==> config.mk <==
export PLATFORM = sky130hd
export DESIGN_NAME = load_store_unit
export DESIGN_NICKNAME = d
export VERILOG_FILES = /design/src/rtl/lsu_pkg.sv /design/src/rtl/lsu_lane.sv /design/src/rtl/load_store_unit.sv
export SDC_FILE = /design/constraint.sdc
export NUM_CORES = 1
export LEC_CHECK = 0
export ABC_CLOCK_PERIOD_IN_PS = 4500
export BUFFER_PORTS_ARGS = -buffer_cell sky130_fd_sc_hd__buf_2
export CAP_MARGIN = 20
export CORE_MARGIN = 5
export CORE_UTILIZATION = 55
export CTS_CLUSTER_SIZE = 25
export DETAILED_ROUTE_END_ITERATION = 8
export PLACE_DENSITY = 0.84
export RECOVER_POWER = 100
export SLEW_MARGIN = 20
export SYNTH_ARGS = -nofsm -noshare
export SYNTH_HDL_FRONTEND = slang
export SYNTH_HIERARCHICAL = 1
export SYNTH_SLANG_ARGS = --single-unit
export TNS_END_PERCENT = 50
==> constraint.sdc <==
create_clock -name i_clk -period 4.5 [get_ports i_clk]
set_input_delay 0.9 -clock i_clk [delete_from_list [all_inputs] [get_ports i_clk]]
set_output_delay 0.9 -clock i_clk [all_outputs]
set_load 0.02 [all_outputs]
==> src/rtl/lsu_pkg.sv <==
// Shared definitions for the load/store unit: widths, funct3 codes, FSM state type, request decode helpers.
// Latency: n/a (declarations and pure functions only).
// Backpressure: n/a. Optional feature macro: MISALIGN_TRAP_EN (defined: misaligned accesses fault; undefined: aligned down).
package lsu_pkg;

    localparam int XLEN      = 64;
    localparam int MEM_IDX_W = 10;

    localparam logic [2:0] F3_B  = 3'b000;
    localparam logic [2:0] F3_H  = 3'b001;
    localparam logic [2:0] F3_W  = 3'b010;
    localparam logic [2:0] F3_D  = 3'b011;
    localparam logic [2:0] F3_BU = 3'b100;
    localparam logic [2:0] F3_HU = 3'b101;
    localparam logic [2:0] F3_WU = 3'b110;

    typedef enum logic [1:0] {
        S_IDLE = 2'd0,
        S_RD   = 2'd1,
        S_WR   = 2'd2,
        S_RESP = 2'd3
    } lsu_state_t;

    // funct3[1:0] encodes the access size for every legal load and store code.
    function automatic logic is_misaligned(input logic [2:0] f3, input logic [2:0] off);
        case (f3[1:0])
            2'b01:   return off[0];
            2'b10:   return |off[1:0];
            2'b11:   return |off;
            default: return 1'b0;
        endcase
    endfunction

    // Clears the offset bits below the access size so the access lands aligned
    // within its doubleword. A no-op for aligned accesses.
    function automatic logic [2:0] align_off(input logic [2:0] f3, input logic [2:0] off);
        case (f3[1:0])
            2'b01:   return {off[2:1], 1'b0};
            2'b10:   return {off[2], 2'b00};
            2'b11:   return 3'b000;
            default: return off;
        endcase
    endfunction

    function automatic logic is_fault(input logic store, input logic [2:0] f3, input logic [2:0] off);
        logic illegal;
        illegal = store ? f3[2] : (f3 == 3'b111);
`ifdef MISALIGN_TRAP_EN
        return illegal | is_misaligned(f3, off);
`else
        return illegal;
`endif
    endfunction

endpackage

==> src/rtl/lsu_lane.sv <==
// Byte-lane datapath: extract+extend a load lane from a doubleword, and merge store bytes into one.
// Latency: combinational.
// Backpressure: none; ports i_rdata/i_wdata/i_off/i_f3 in, o_load/o_merge out.
module lsu_lane
    import lsu_pkg::*;
(
    input  logic [XLEN-1:0] i_rdata,   // doubleword read from memory
    input  logic [XLEN-1:0] i_wdata,   // store data, LSB-aligned
    input  logic [2:0]      i_off,     // byte offset within the doubleword
    input  logic [2:0]      i_f3,      // funct3 width/sign code
    output logic [XLEN-1:0] o_load,    // extracted, extended load value
    output logic [XLEN-1:0] o_merge    // i_rdata with addressed bytes replaced
);

    logic [XLEN-1:0] w_shift;
    logic [XLEN-1:0] w_wsh;
    logic [XLEN-1:0] w_mask;
    logic [7:0]      w_size_mask;
    logic [7:0]      w_bmask;
    logic            w_sgn;

    always_comb begin
        w_shift = i_rdata >> {i_off, 3'b000};
        w_wsh   = i_wdata << {i_off, 3'b000};
        w_sgn   = ~i_f3[2];   // funct3[2]=1 marks the unsigned loads

        case (i_f3[1:0])
            2'b00:   o_load = {{(XLEN-8){w_shift[7] & w_sgn}},   w_shift[7:0]};
            2'b01:   o_load = {{(XLEN-16){w_shift[15] & w_sgn}}, w_shift[15:0]};
            2'b10:   o_load = {{(XLEN-32){w_shift[31] & w_sgn}}, w_shift[31:0]};
            default: o_load = w_shift;
        endcase

        case (i_f3[1:0])
            2'b00:   w_size_mask = 8'h01;
            2'b01:   w_size_mask = 8'h03;
            2'b10:   w_size_mask = 8'h0F;
            default: w_size_mask = 8'hFF;
        endcase
        w_bmask = w_size_mask << i_off;

        w_mask = '0;
        for (int b = 0; b < 8; b++) begin
            w_mask[b*8 +: 8] = {8{w_bmask[b]}};
        end
        o_merge = (i_rdata & ~w_mask) | (w_wsh & w_mask);
    end

endmodule

==> src/rtl/load_store_unit.sv <==
// RV64 load/store unit: turns LB..LD/SB..SD into doubleword memory ops (read-modify-write for sub-doubleword stores).
// Latency accept->resp_valid: load 2, SD 2, SB/SH/SW 3, fault 1. Build option: MISALIGN_TRAP_EN.
// Backpressure: i_req_valid/o_req_ready (ready only in IDLE); o_resp_valid held with stable data until i_resp_ready.
module load_store_unit
    import lsu_pkg::*;
(
    input  logic            i_clk,
    input  logic            i_rst_n,
    input  logic            i_req_valid,
    output logic            o_req_ready,
    input  logic            i_req_store,
    input  logic [2:0]      i_req_funct3,
    input  logic [XLEN-1:0] i_req_addr,
    input  logic [XLEN-1:0] i_req_wdata,
    output logic            o_resp_valid,
    input  logic            i_resp_ready,
    output logic [XLEN-1:0] o_resp_rdata,
    output logic            o_resp_fault,
    output logic            o_mem_read,
    output logic            o_mem_write,
    output logic [XLEN-1:0] o_mem_addr,
    output logic [XLEN-1:0] o_mem_wdata,
    input  logic [XLEN-1:0] i_mem_rdata
);

    lsu_state_t             r_state;
    logic                   r_store;
    logic [2:0]             r_f3;
    logic [MEM_IDX_W+2:0]   r_addr;     // doubleword index + (aligned) byte offset
    logic [XLEN-1:0]        r_wdata;
    logic [XLEN-1:0]        r_rdata;
    logic                   r_fault;
    logic [XLEN-1:0]        r_mem_wdata;

    logic [XLEN-1:0]        w_load;
    logic [XLEN-1:0]        w_merge;
    logic [2:0]             w_req_off;
    logic                   w_req_fault;
    logic                   w_unused_addr;

    // Address bits above the memory index are dropped, so out-of-range accesses wrap.
    assign w_unused_addr = ^i_req_addr[XLEN-1:MEM_IDX_W+3];

    assign w_req_off   = align_off(i_req_funct3, i_req_addr[2:0]);
    assign w_req_fault = is_fault(i_req_store, i_req_funct3, i_req_addr[2:0]);

    lsu_lane u_lane (
        .i_rdata (i_mem_rdata),
        .i_wdata (r_wdata),
        .i_off   (r_addr[2:0]),
        .i_f3    (r_f3),
        .o_load  (w_load),
        .o_merge (w_merge)
    );

    always_ff @(posedge i_clk or negedge i_rst_n) begin
        if (!i_rst_n) begin
            r_state     <= S_IDLE;
            r_store     <= 1'b0;
            r_f3        <= 3'b000;
            r_addr      <= '0;
            r_wdata     <= '0;
            r_rdata     <= '0;
            r_fault     <= 1'b0;
            r_mem_wdata <= '0;
        end else begin
            case (r_state)
                S_IDLE: begin
                    if (i_req_valid) begin
                        r_store <= i_req_store;
                        r_f3    <= i_req_funct3;
                        r_addr  <= {i_req_addr[MEM_IDX_W+2:3], w_req_off};
                        r_wdata <= i_req_wdata;
                        r_rdata <= '0;
                        r_fault <= w_req_fault;
                        if (w_req_fault) begin
                            r_state <= S_RESP;
                        end else if (i_req_store && (i_req_funct3 == F3_D)) begin
                            // Full doubleword store: nothing to merge, skip the read.
                            r_mem_wdata <= i_req_wdata;
                            r_state     <= S_WR;
                        end else begin
                            r_state <= S_RD;
                        end
                    end
                end
                S_RD: begin
                    // i_mem_rdata was captured by memory at this cycle's negedge.
                    if (r_store) begin
                        r_mem_wdata <= w_merge;
                        r_state     <= S_WR;
                    end else begin
                        r_rdata <= w_load;
                        r_state <= S_RESP;
                    end
                end
                S_WR: begin
                    r_state <= S_RESP;
                end
                S_RESP: begin
                    if (i_resp_ready) begin
                        r_state <= S_IDLE;
                    end
                end
                default: r_state <= S_IDLE;
            endcase
        end
    end

    // Memory strobes decode straight from state so an async reset removes them at once.
    assign o_req_ready  = (r_state == S_IDLE);
    assign o_resp_valid = (r_state == S_RESP);
    assign o_mem_read   = (r_state == S_RD);
    assign o_mem_write  = (r_state == S_WR);
    assign o_mem_addr   = {{(XLEN-MEM_IDX_W){1'b0}}, r_addr[MEM_IDX_W+2:3]};
    assign o_mem_wdata  = r_mem_wdata;
    assign o_resp_rdata = r_rdata;
    assign o_resp_fault = r_fault;

endmodule

=== Word-level counts from Yosys, hierarchy flattened ===
Cells that the tools add are included.

* Memory bits (read-only): 0
* Memories: 0
* Bits in writable memories: 0
* Bits in latches: 0
* Logic and storage cells: 61
* Register bits after elaboration: 212
* Bits of input ports: 200
* Output and inout bits: 197

* Bitwise logic cells: 8
* Muxes and demuxes: 18
* Reductions and logical operators: 8
* Multipliers: 0
* Shift-type cells: 3
* Div/mod/pow operators: 0
* Equality and inequality tests: 16
* Magnitude comparators: 0
* Add/sub/neg operators: 0

{| class="wikitable"
|+ Operator list
! kind !! count
|-
| two-way mux 64 bit || 6
|-
| case mux 64 bit (2 select lines) || 2
|-
| case mux 64 bit (3 select lines) || 1
|-
| AND 64 bit || 2
|-
| NOT 64 bit || 1
|-
| OR 64 bit || 1
|-
| << shifter 64 x 6 -> 64 bit || 1
|-
| right shift 64 x 6 -> 64 bit || 1
|-
| case mux 8 bit (3 select lines) || 1
|-
| equality test 2 bit (second input constant) || 5
|-
| case mux 3 bit (3 select lines) || 1
|-
| two-way mux 2 bit || 4
|-
| case mux 2 bit (4 select lines) || 1
|-
| << shifter 8 x 3 -> 8 bit || 1
|-
| equality test 2 x 1 -> 1 bit (second input constant) || 3
|-
| inequality test 2 x 1 -> 1 bit (second input constant) || 3
|-
| inequality test 2 bit (second input constant) || 3
|-
| AND reduction 5 bit || 1
|-
| zero test 2 bit || 2
|-
| AND reduction 2 bit || 2
|-
| AND 1 bit || 3
|-
| equality test 3 x 2 -> 1 bit (second input constant) || 1
|-
| equality test 3 bit (second input constant) || 1
|-
| AND reduction 3 bit || 1
|-
| 4 further kinds || 5
|}

=== Logic depth before layout (Yosys ltp) ===
Gate-level depths: netlist (run 1).

* Depth after elaboration: 8
* Mapped depth: 11
* Mapped depth without buffers: 6

=== By module ===
The synthesis (run 1) kept the hierarchy.

{| class="wikitable"
|+ By module, submodules not included
! module !! times used !! area each (um^2) !! cells an instance !! seq. area each (um^2)
|-
| load_store_unit || 1 || 9132.5 || 621 || 5305.1
|-
| lsu_lane || 1 || 4540.6 || 602 || 0.0
|}

=== Worst setup path before layout (run 1) ===
No wires, ideal clock.

* Path type: reg-to-reg
* Start point: reg r_addr[0]
* End point: reg r_mem_wdata[48], in the netlist o_mem_wdata[48]
* Cell stages (with the launch flop): 8
* Data required time: 4375 ps
* Path buffers: 2
* Path slack: 2122 ps
* Data arrival time: 2253 ps
* Cells stage by stage: dfrtp_1 buf_6 buf_6 mux4_2 mux2_2 mux2_2 mux2_2 mux2_2

* Longest elaborated chain between the ends: 6
* Elaborated cells on any way between the ends: 8
* Classes of those cells: 2 x shift; 2 x mux; 4 x bitwise

{| class="wikitable"
|+ Ends and longest elaborated chain
! element !! RTL line !! RTL
|-
| start: declaration || load_store_unit.sv:29 || <nowiki>logic [MEM_IDX_W+2:0] r_addr;</nowiki>
|-
| start signal: assignment || load_store_unit.sv:72 || <nowiki>r_addr <= {i_req_addr[MEM_IDX_W+2:3], w_req_off};</nowiki>
|-
| parallel branches: the longest is 3 deep, another holds << shifter 64 x 6 -> 64 bit || -- ||
|-
| OR 64 bit * || lsu_lane.sv:46 || <nowiki>o_merge = (i_rdata & ~w_mask) | (w_wsh & w_mask);</nowiki>
|-
| named net w_merge[48] || load_store_unit.sv:36 || <nowiki>logic [XLEN-1:0] w_merge;</nowiki>
|-
| two-way mux 64 bit * || load_store_unit.sv:89 || <nowiki>if (r_store) begin</nowiki>
|-
| case mux 64 bit (2 select lines) * || load_store_unit.sv:67 || <nowiki>case (r_state)</nowiki>
|-
| end signal: assignment || load_store_unit.sv:80 || <nowiki>r_mem_wdata <= i_req_wdata;</nowiki>
|-
| end signal: assignment || load_store_unit.sv:90 || <nowiki>r_mem_wdata <= w_merge;</nowiki>
|-
| end: declaration || load_store_unit.sv:33 || <nowiki>logic [XLEN-1:0] r_mem_wdata;</nowiki>
|}

Mark *: on every way through the listed nets, which the timed path passes. The select of a mux whose other input is x is not followed.
A chain may end at the register's enable or synchronous reset.

=== Final worst setup path (run 1) ===
* Start point: reg r_addr[0]
* End point: reg r_rdata[53], in the netlist o_resp_rdata[53]

* Longest elaborated chain between the ends: 5
* Elaborated cells on any way between the ends: 7
* Classes of those cells: 1 x shift; 3 x mux; 3 x bitwise

{| class="wikitable"
|+ Ends and longest elaborated chain
! element !! RTL line !! RTL
|-
| right shift 64 x 6 -> 64 bit * || lsu_lane.sv:23 || <nowiki>w_shift = i_rdata >> {i_off, 3'b000};</nowiki>
|-
| AND 1 bit (on tied branches) || lsu_lane.sv:30, lsu_lane.sv:28, lsu_lane.sv:29 ||
|-
| case mux 64 bit (3 select lines) * || lsu_lane.sv:27 || <nowiki>case (i_f3[1:0])</nowiki>
|-
| named net w_load[53] || load_store_unit.sv:35 || <nowiki>logic [XLEN-1:0] w_load;</nowiki>
|-
| two-way mux 64 bit * || load_store_unit.sv:89 ||
|-
| case mux 64 bit (2 select lines) * || load_store_unit.sv:67 ||
|-
| end signal: assignment || load_store_unit.sv:93 || <nowiki>r_rdata <= w_load;</nowiki>
|-
| end: declaration || load_store_unit.sv:31 || <nowiki>logic [XLEN-1:0] r_rdata;</nowiki>
|}

Mark *: on every way through the listed nets, which the timed path passes. The rest lies on a longest branch. The select of a mux whose other input is x is not followed.

==> impl_metrics.env, run 1 <==
export IMPL_status="complete, but fails checks"
export IMPL_violations="capacitance limit, slew limit"
export IMPL_cp_start_kind="register"
export IMPL_tns_ns=0
export IMPL_port_buffers=291
export IMPL_start_util_pct=56.1
export IMPL_nNetsFinal=1650
export IMPL_async_reset_ff_share_pct=100
export IMPL_seq_power_share_pct=27.0
export IMPL_ant_nets=0
export IMPL_drv_slew=230
export IMPL_vias=11189
export IMPL_wirelength_um=45100
export IMPL_wl_per_cell_um=25.1
export IMPL_max_stage_delay_ns=1.36
export IMPL_ys_ff_latch=212
export IMPL_finClkSkew_ns=0.0236
export IMPL_hpwl_um=33600
export IMPL_fillCellCount=1972
export IMPL_fp_dieArea_sq_um=28100
export IMPL_area_growth_pct=12.9
export IMPL_setup_viol=0
export IMPL_holdCritPathClass="register to register"
export IMPL_timing_slew_headroom_pct=-82.2
export IMPL_cp_arrival_ns=4.17
export IMPL_cts_max_path_buffers=3
export IMPL_final_cells=1793
export IMPL_finalCriticalPeriod_ns=3.78
export IMPL_ys_types=58
export IMPL_pwr_share_comb_pct=58.0
export IMPL_drv_cap=3
export IMPL_drive_above_1_share_pct=32.9
export IMPL_cts_tree="yes"
export IMPL_core_region_area_sq_um=24400
export IMPL_post_cts_setup_buffer_count=0
export IMPL_grt_max_degree=107
export IMPL_grt_pass1_vias=10923
export IMPL_ir_drop_mv=0.484
export IMPL_syn_area_sq_um=13700
export IMPL_die_w_um=168
export IMPL_row_count=57
export IMPL_drt_iter0_drc=1274
export IMPL_syn_area_per_cell_sq_um=11.2
export IMPL_crit_top_cell="buf_4"
export IMPL_p_switching_mw=6.24
export IMPL_cts_resized_gates=0
export IMPL_cp_num_buf_inv=2
export IMPL_synth_area_leaders="dfrtp_1 39%, mux2_2 20%, mux2i_1 7.2%, mux4_2 4.8%, a22o_1 4.2%"
export IMPL_period_share_pct=84.0
export IMPL_p_per_area_nw_per_um2=888
export IMPL_synth_top_area_cell="dfrtp_1"
export IMPL_viasPerCell=6.24
export IMPL_postLayoutCoreUtil_pct=63.3
export IMPL_grt_use_total_pct=30.6
export IMPL_rsz0062_at_grt="no"
export IMPL_antenna_found_initial=11
export IMPL_synth_edf_count=0
export IMPL_io_pins=397
export IMPL_synthCells=1223
export IMPL_dp_cells=1745
export IMPL_clock_latency_ns=0.52
export IMPL_yosysWarnings=6
export IMPL_clock_power_share_pct=15.0
export IMPL_p_int_mw=7.47
export IMPL_leakage_nw=6.70
export IMPL_die_y_um=168
export IMPL_synth_common_cells="238 x mux2_2, 212 x dfrtp_1, 139 x nand2_1"
export IMPL_cts_sinks=212
export IMPL_synth_top_area_share_pct=38.8
export IMPL_cpLargestDelayFamily="flip-flops"
export IMPL_cts_buffers=22
export IMPL_gp_congestion=0.953
export IMPL_crit_type="register to register"
export IMPL_htreeDepth=1
export IMPL_cp_end_kind="register"
export IMPL_worstPathMaxFanout=58
export IMPL_fmax_mhz=265
export IMPL_worstPathCellList="buf_4 -> mux2i_1 -> o22ai_1 -> o21ai_2 -> buf_4 -> o2111ai_1 -> a22o_1"
export IMPL_cpMaxStageDelayCell="dfrtp_2"
export IMPL_first_pass_iters=5
export IMPL_yosysMostFrequentCell="mux2_2"
export IMPL_cts_hold_buffers=0
export IMPL_synthFlopType="dfrtp_1"
export IMPL_cp_data_required_time_ns=4.89
export IMPL_worstMarginPinSlew_ns=2.73
export IMPL_drc=0
export IMPL_gr_total_overflow=0
export IMPL_switching_share_pct=45.5
export IMPL_hold_viol=0
export IMPL_root_buffer="clkbuf_16"
export IMPL_clk_pin_slew_worst_paths_ns=0.06
export IMPL_synth_seq_area_share_pct=38.8
export IMPL_total_power_mw=13.7
export IMPL_grt_pass1_wl_um=67700
[kinds of logic (layout without fill, tap and decap cells)]
group | Yosys count | count (layout) | share of synthesized area, %
AO/OA/AOI/OAI | 219 | 219 | 12.4
adder cells (fa/ha/maj) | 5 | 5 | 0.458
buffers and inverters | 179 | 364 | 8.52
flip-flops | 212 | 212 | 38.8
multiplexers | 372 | 372 | 32.1
other | 1 | 62 | 0.0274
AND/OR/NAND/NOR | 235 | 235 | 7.63
[state kept, by name, summed over array words and instances (netlist names)]
| register | cells |
|---|---|
| r_f3 | 3 |
| r_state | 2 |
| r_wdata | 64 |
| r_store | 1 |
| o_resp_fault | 1 |
| r_addr | 13 |
| o_mem_wdata | 64 |
| o_resp_rdata | 64 |
[layout by cell type, fill, tap and decap left out, types with 11 or more instances in the layout]
cell       synthesis  layout
mux4_2            29      29
mux2_2           238     234
a22o_1            65      65
dfrtp_1          212     210
nand4_1           24      24
o2bb2ai_1         16      16
mux2i_1           99      99
a31oi_1           16      16
nand2_1          139     138
o211ai_1          16      17
conb_1             1      54
buf_2             27     148
nor2b_1           11      11
nor2_1            40      39
o21ai_0           27      27
buf_4             72      18
clkbuf_16          0      22
a21oi_1           22      22
clkbuf_1          34     148
[per-layer routing]
| layer | track usage (%) | share of wire [%] | wire length, um |
|---|---|---|---|
| met5 | 0 | 0.084 | 38 |
| met4 | 13.5 | 5.1 | 2300 |
| met3 | 7.10 | 9.6 | 4350 |
| met2 | 48.7 | 47 | 21000 |
| met1 | 40.2 | 39 | 17400 |
[worst reg2reg max path: cells and delay by family, from the launching register on]
family / cells / cell delay [ns]
flip-flops: 1 / 1.36
AO/OA/AOI/OAI: 4 / 0.85
multiplexers: 1 / 0.50
buffers and inverters: 2 / 0.94
[power by group through the flow]
stage / combinational [mW] / clock (mW) / sequential, mW
after floorplan: 5.73 / 0 / 3.85
after global placement: 7.78 / 0 / 3.63
after detailed placement: 7.94 / 0 / 3.67
after CTS: 8.00 / 2.08 / 3.66
after global routing: 8.42 / 2.16 / 3.80
final: 7.96 / 2.06 / 3.70
[area by class of cell]
class	count	area (sq um)	share of cell area, %
clock inverters	8	179	1.16
flip-flops and latches	212	5310	34.4
inverters	10	37.5	0.243
repair buffers	314	1450	9.40
multi-input cells	885	7390	47.9
diodes	8	20.0	0.130
clock buffers	32	648	4.20
well taps	324	405	2.63
[final timing paths]
kind / cells after the start / to / startpoint / slack [ns]
setup / recovery: 7 / o_resp_rdata[53] / r_addr[0] / 0.72
setup reg to reg: 7 / o_resp_rdata[53] / r_addr[0] / 0.72
hold reg to reg: 2 / o_resp_fault / o_resp_fault / 0.49
max in group asynchronous: 2 / r_wdata[51] / i_rst_n / 1.35
min in group asynchronous: 1 / o_resp_rdata[31] / i_rst_n / 1.21
hold / removal: 2 / o_resp_fault / o_resp_fault / 0.49
[metrics by stage]
step	hold WS (ns)	worst slack (ns)	area (sq um)
3_5_place_dp	0.474	1.29	14800
3_3_place_gp	0.463	1.39	14800
6_report	0.487	0.720	15400
4_1_cts	0.489	1.27	15700
2_1_floorplan	0.459	2.12	13900
5_1_grt	0.513	0.605	15400
Power figures use the tool's default switching activity.
==> inputs of run 2 (changes only) <==
ABC_CLOCK_PERIOD_IN_PS = 3500   (was 4500)
CORE_UTILIZATION = 53   (was 55)
PLACE_DENSITY = 0.81   (was 0.84)
clock period = 3.5 ns   (was 4.5 ns; I/O delays follow)
==> run 2 against run 1 <==
  * The flow still finishes with violations (capacitance limit, slew limit)
  * Flip-flop and latch count unchanged
  * Count of clock-buffer cells in the layout down 2
  * Power up 29%
  * Clock power up 26%
  * First-iteration DRC count down 0.55%
  * Sequential share of layout area down 0.17 points
  * Setup slack worse by 0.24 ns
  * Die area up 3.5%
  * Clock skew about the same
  * Design area up 0.55%
  * Cell count up 0.61%
  * Combinational power up 31%
  * Largest cell class unchanged
==> impl_metrics.env, run 2 (synthesis results as in run 1) <==
export IMPL_status="complete, but fails checks"
export IMPL_violations="capacitance limit, slew limit"
export IMPL_cp_arrival_ns=3.43
export IMPL_die_y_um=171
export IMPL_timing_slew_headroom_pct=-14.7
export IMPL_vias=11267
export IMPL_worstPathMaxFanout=68
export IMPL_drv_cap=1
export IMPL_rsz0062_at_grt="no"
export IMPL_drc=0
export IMPL_reg2regPathDepth=7
export IMPL_holdCritPathClass="input port to register"
export IMPL_ant_nets=0
export IMPL_gr_total_overflow=0
export IMPL_final_cell_mix="238 x mux2_2, 210 x dfrtp_1, 148 x buf_2, 146 x clkbuf_1, 138 x nand2_1"
export IMPL_viasPerCell=6.25
export IMPL_cts_buffers=23
export IMPL_dp_cells=1759
export IMPL_htreeDepth=1
export IMPL_cp_data_required_time_ns=3.91
export IMPL_p_per_area_nw_per_um2=1140
export IMPL_cts_sinks=212
export IMPL_fmax_mhz=331
export IMPL_cts_tree="yes"
export IMPL_grt_pass1_wl_um=67200
export IMPL_post_cts_setup_buffer_count=0
export IMPL_leakage_nw=6.75
export IMPL_cts_hold_buffers=0
export IMPL_wirelength_um=45200
export IMPL_worstPathCellList="inv_1 -> ha_1 -> clkbuf_4 -> mux2i_1 -> a221oi_4 -> buf_12 -> mux2_2"
export IMPL_root_buffer="clkbuf_16"
export IMPL_fillCellCount=2125
export IMPL_whs_path_depth=2
export IMPL_max_stage_delay_ns=0.78
export IMPL_cp_end_kind="register"
export IMPL_tns_ns=0
export IMPL_cp_start_kind="register"
export IMPL_grt_max_degree=76
export IMPL_period_share_pct=86.4
export IMPL_clk_pin_slew_worst_paths_ns=0.06
export IMPL_grt_use_total_pct=29.8
export IMPL_cts_max_path_buffers=3
export IMPL_drv_slew=71
export IMPL_row_count=58
export IMPL_ir_drop_mv=0.560
export IMPL_antenna_found_initial=10
export IMPL_hold_viol=0
export IMPL_io_pins=397
export IMPL_port_buffers=291
export IMPL_drive_above_1_share_pct=33.9
export IMPL_fp_dieArea_sq_um=29100
export IMPL_finalCriticalPeriod_ns=3.02
export IMPL_setup_viol=0
export IMPL_clock_latency_ns=0.54
export IMPL_cts_resized_gates=0
export IMPL_worstMarginPinSlew_ns=1.72
export IMPL_crit_type="register to register"
export IMPL_first_pass_iters=6
export IMPL_core_region_area_sq_um=25300
export IMPL_drt_iter0_drc=1267
export IMPL_start_util_pct=54.0
export IMPL_gp_congestion=1.01
export IMPL_cpMaxStageDelayCell="clkbuf_4"
export IMPL_die_w_um=171
export IMPL_final_cells=1804
export IMPL_finClkSkew_ns=0.0235
export IMPL_area_growth_pct=13.6
export IMPL_nNetsFinal=1659
export IMPL_wl_per_cell_um=25.0
export IMPL_hpwl_um=34200
export IMPL_grt_pass1_vias=11184
export IMPL_layout_commonest_cell="mux2_2"
==> run 2: final timing paths <==
path | slack [ns] | startpoint | to
hold / removal | 0.39 | i_req_addr[7] | r_addr[7]
setup / recovery | 0.48 | r_state[1] | o_mem_wdata[7]
max in group asynchronous | 0.93 | i_rst_n | o_mem_wdata[30]
min in group asynchronous | 0.63 | i_rst_n | o_resp_rdata[30]
hold reg to reg | 0.48 | o_mem_wdata[39] | o_mem_wdata[39]
setup reg to reg | 0.48 | r_state[1] | o_mem_wdata[7]
==> run 2: power by group <==
group          switching (mW)  internal, mW
clock                    1.02          1.57
sequential               1.09          3.60
combinational            5.98          4.44
total                    8.09          9.60
==> run 2: metal layers <==
metal  vias to the layer above  GRT usage, %  share of wire, %
met3                       128          6.86                10
met4                         6          13.4               4.9
met1                      5497          38.5                37
met2                       745          48.0                47
met5                         -             0             0.073
li1                       4891             -                 -
==> run 2: final cells by class <==
type,instances,area [sq um],area share [%]
multi-input cells,885,7430,47.8
clock buffers,30,632,4.07
well taps,330,413,2.66
clock inverters,8,158,1.02
diodes,7,17.5,0.113
repair buffers,322,1530,9.88
flip-flops and latches,212,5310,34.2
inverters,10,37.5,0.242
==> run 2: through the flow <==
step / hold slack [ns] / total power, mW / setup slack, ns / area, sq um / utilization (%)
after floorplan: 0.404 / 12.3 / 1.12 / 13900 / -
after global placement: 0.467 / 14.8 / 0.735 / 15000 / 59.1
after detailed placement: 0.474 / 15.1 / 0.705 / 15000 / 59.1
after CTS: 0.183 / 17.7 / 0.690 / 15800 / 62.2
after global routing: 0.384 / 18.6 / 0.265 / 15500 / 61.3
final: 0.394 / 17.7 / 0.477 / 15500 / 61.3
==> run 2: worst max-delay path: cells and delay by family, from the launching register on <==
kind | cells | cell delay [ns]
adder cells (fa/ha/maj) | 1 | 0.17
AO/OA/AOI/OAI | 1 | 0.30
buffers and inverters | 3 | 1.22
flip-flops | 1 | 0.41
multiplexers | 2 | 0.68
==> inputs of run 3 (changes only) <==
ABC_CLOCK_PERIOD_IN_PS = 2800   (was 3500)
SLEW_MARGIN = default   (was 20)
clock period = 2.8 ns   (was 3.5 ns; I/O delays follow)
==> run 3 against run 2 <==
  * The flow still finishes with violations (capacitance limit, slew limit)
  * First-iteration DRC count decreased by 3.8%
  * Utilization increased by 0.84 points
  * Clock power increased by 22%
  * Sequential power increased by 22%
  * Clock skew decreased by 0.014 ns
  * Register-to-register slack got worse by 0.35 ns
  * Die area unchanged
  * Routed wire length increased by 1.0%
  * Sequential share of layout area decreased by 0.46 points
  * Via count increased by 0.12%
  * Setup slack got worse by 0.35 ns
  * Critical endpoint is now o_mem_wdata[24]
  * Highest routed layer is now met4
==> impl_metrics.env, run 3 (synthesis results as in run 1) <==
export IMPL_multi_input_area_sq_um=7420
export IMPL_final_cell_mix="236 x mux2_2, 210 x dfrtp_1, 148 x buf_2, 144 x clkbuf_1, 138 x nand2_1"
export IMPL_hold_viol=0
export IMPL_drc=0
export IMPL_whs_path_depth=2
export IMPL_grt_pass1_vias=11135
export IMPL_viasPerCell=6.19
export IMPL_grt_pass1_wl_um=67700
export IMPL_cts_sinks=212
export IMPL_cts_resized_gates=0
export IMPL_setup_viol=0
export IMPL_ir_drop_mv=0.779
export IMPL_grt_max_degree=69
export IMPL_drive_above_1_share_pct=34.6
export IMPL_holdCritPathClass="input port to register"
export IMPL_period_share_pct=95.5
export IMPL_first_pass_iters=6
export IMPL_row_count=58
export IMPL_area_growth_pct=15.1
export IMPL_gp_congestion=0.975
export IMPL_nNetsFinal=1677
export IMPL_grt_use_total_pct=30.1
export IMPL_cts_tree="yes"
export IMPL_reg2reg_from="r_addr[0]"
export IMPL_min_to="r_addr[11]"
export IMPL_root_buffer="clkbuf_16"
export IMPL_start_util_pct=54.0
export IMPL_wl_per_cell_um=25.0
export IMPL_cts_buffers=23
export IMPL_reg2reg_slack_ns=0.13
export IMPL_io_pins=397
export IMPL_tns_ns=0
export IMPL_hpwl_um=34700
export IMPL_finClkSkew_ns=0.00948
export IMPL_core_region_area_sq_um=25300
export IMPL_cp_arrival_ns=3.08
export IMPL_violations="capacitance limit, slew limit"
export IMPL_fin_hold_ws_ns=0.267
export IMPL_p_per_area_nw_per_um2=1420
export IMPL_switching_share_pct=45.5
export IMPL_clock_power_share_pct=14.2
export IMPL_drv_cap=1
export IMPL_cp_end_kind="register"
export IMPL_port_buffers=291
export IMPL_p_switching_mw=10.2
export IMPL_layout_commonest_cell="mux2_2"
export IMPL_cp_data_required_time_ns=3.21
export IMPL_clk_pin_slew_worst_paths_ns=0.06
export IMPL_fp_dieArea_sq_um=29100
export IMPL_post_cts_setup_buffer_count=0
export IMPL_ant_nets=0
export IMPL_timing_slew_headroom_pct=-20.2
export IMPL_worst_r2r_endpoint="o_mem_wdata[24]"
export IMPL_vias=11280
export IMPL_cts_max_path_buffers=3
export IMPL_gr_total_overflow=0
export IMPL_die_y_um=171
export IMPL_status="complete, but fails checks"
export IMPL_clock_latency_ns=0.53
export IMPL_drt_iter0_drc=1219
export IMPL_wirelength_um=45600
export IMPL_worstPathMaxFanout=62
export IMPL_crit_type="register to register"
export IMPL_finalCriticalPeriod_ns=2.67
export IMPL_die_w_um=171
export IMPL_regArea_sq_um=5310
export IMPL_cts_hold_buffers=0
export IMPL_reg2regPathDepth=6
export IMPL_drv_slew=68
export IMPL_fmax_mhz=374
export IMPL_p_int_mw=12.2
export IMPL_seq_power_share_pct=25.5
export IMPL_pwr_share_comb_pct=60.3
export IMPL_cp_start_kind="register"
export IMPL_worstMarginPinSlew_ns=1.80
export IMPL_htreeDepth=1
export IMPL_leakage_nw=6.87
export IMPL_fillCellCount=2134
export IMPL_antenna_found_initial=6
export IMPL_rsz0062_at_grt="no"
export IMPL_hold_start="i_req_addr[11]"
-- run 3: cell types whose count changed in the layout (fill, tap and decap cells not counted), moves of 4 or more --
cell      previous run  this run
buf_12               2        11
clkinv_2             2         7
buf_4               24        29
clkbuf_2             2         6
-- run 3: layout make-up --
| class | count | area share, % |
|---|---|---|
| multi-input combinational | 885 | 47.1 |
| sequential | 212 | 33.7 |
| timing repair buffer | 340 | 11.2 |
| clock buffer | 28 | 4.09 |
| tap | 330 | 2.62 |
| clock inverter | 12 | 0.898 |
| inverter | 10 | 0.238 |
| antenna | 6 | 0.0954 |
-- run 3: worst max-delay path by stage --
stage                         start               end  slack [ns]  depth (start not counted)
after floorplan           r_addr[0]   o_mem_wdata[48]        0.42                          7
after global placement    r_addr[0]   o_mem_wdata[48]        0.25                          6
after detailed placement  r_addr[0]   o_mem_wdata[36]        0.19                          6
after CTS                 r_addr[0]   o_mem_wdata[36]        0.19                          6
after global routing      r_addr[0]  o_resp_rdata[32]        0.04                          7
final                     r_addr[0]   o_mem_wdata[24]        0.13                          6
-- run 3: critical path, stage by stage (launching register included) --
cell	delay [ns]
dfrtp_4	0.51
buf_12	0.25
o21ai_0	0.28
a21o_1	0.56
o21ai_0	0.34
mux2_2	0.34
mux2_2	0.26
-- run 3: power groups by stage --
stage | Clock, mW | Combinational (mW) | Sequential, mW
after floorplan | 0 | 9.21 | 6.18
after global placement | 0 | 13.2 | 5.60
after detailed placement | 0 | 13.5 | 5.67
after global routing | 3.33 | 14.3 | 5.84
after CTS | 3.19 | 13.6 | 5.64
final | 3.16 | 13.5 | 5.70
-- run 3: per-layer routing --
layer / track usage [%] / vias to the layer above / share of wire, %
met3: 4.99 / 136 / 8.9
met4: 12.8 / 0 / 5.0
met1: 40.2 / 5532 / 39
li1: - / 4945 / -
met2: 48.8 / 667 / 47
met5: 0 / - / 0
-- run 3: per-stage QoR --
step           power, mW  std cells  setup slack, ns  cell area [sq um]  utilization [%]
6_report            22.3       1823            0.127              15700             62.2
5_1_grt             23.4       1822           0.0421              15700             62.1
4_1_cts             22.4       1817            0.190              16000             63.1
3_5_place_dp        19.2       1777            0.190              15200             60.0
3_3_place_gp        18.8       1777            0.245              15200             60.0
2_1_floorplan       15.4       1276            0.422              13900                -
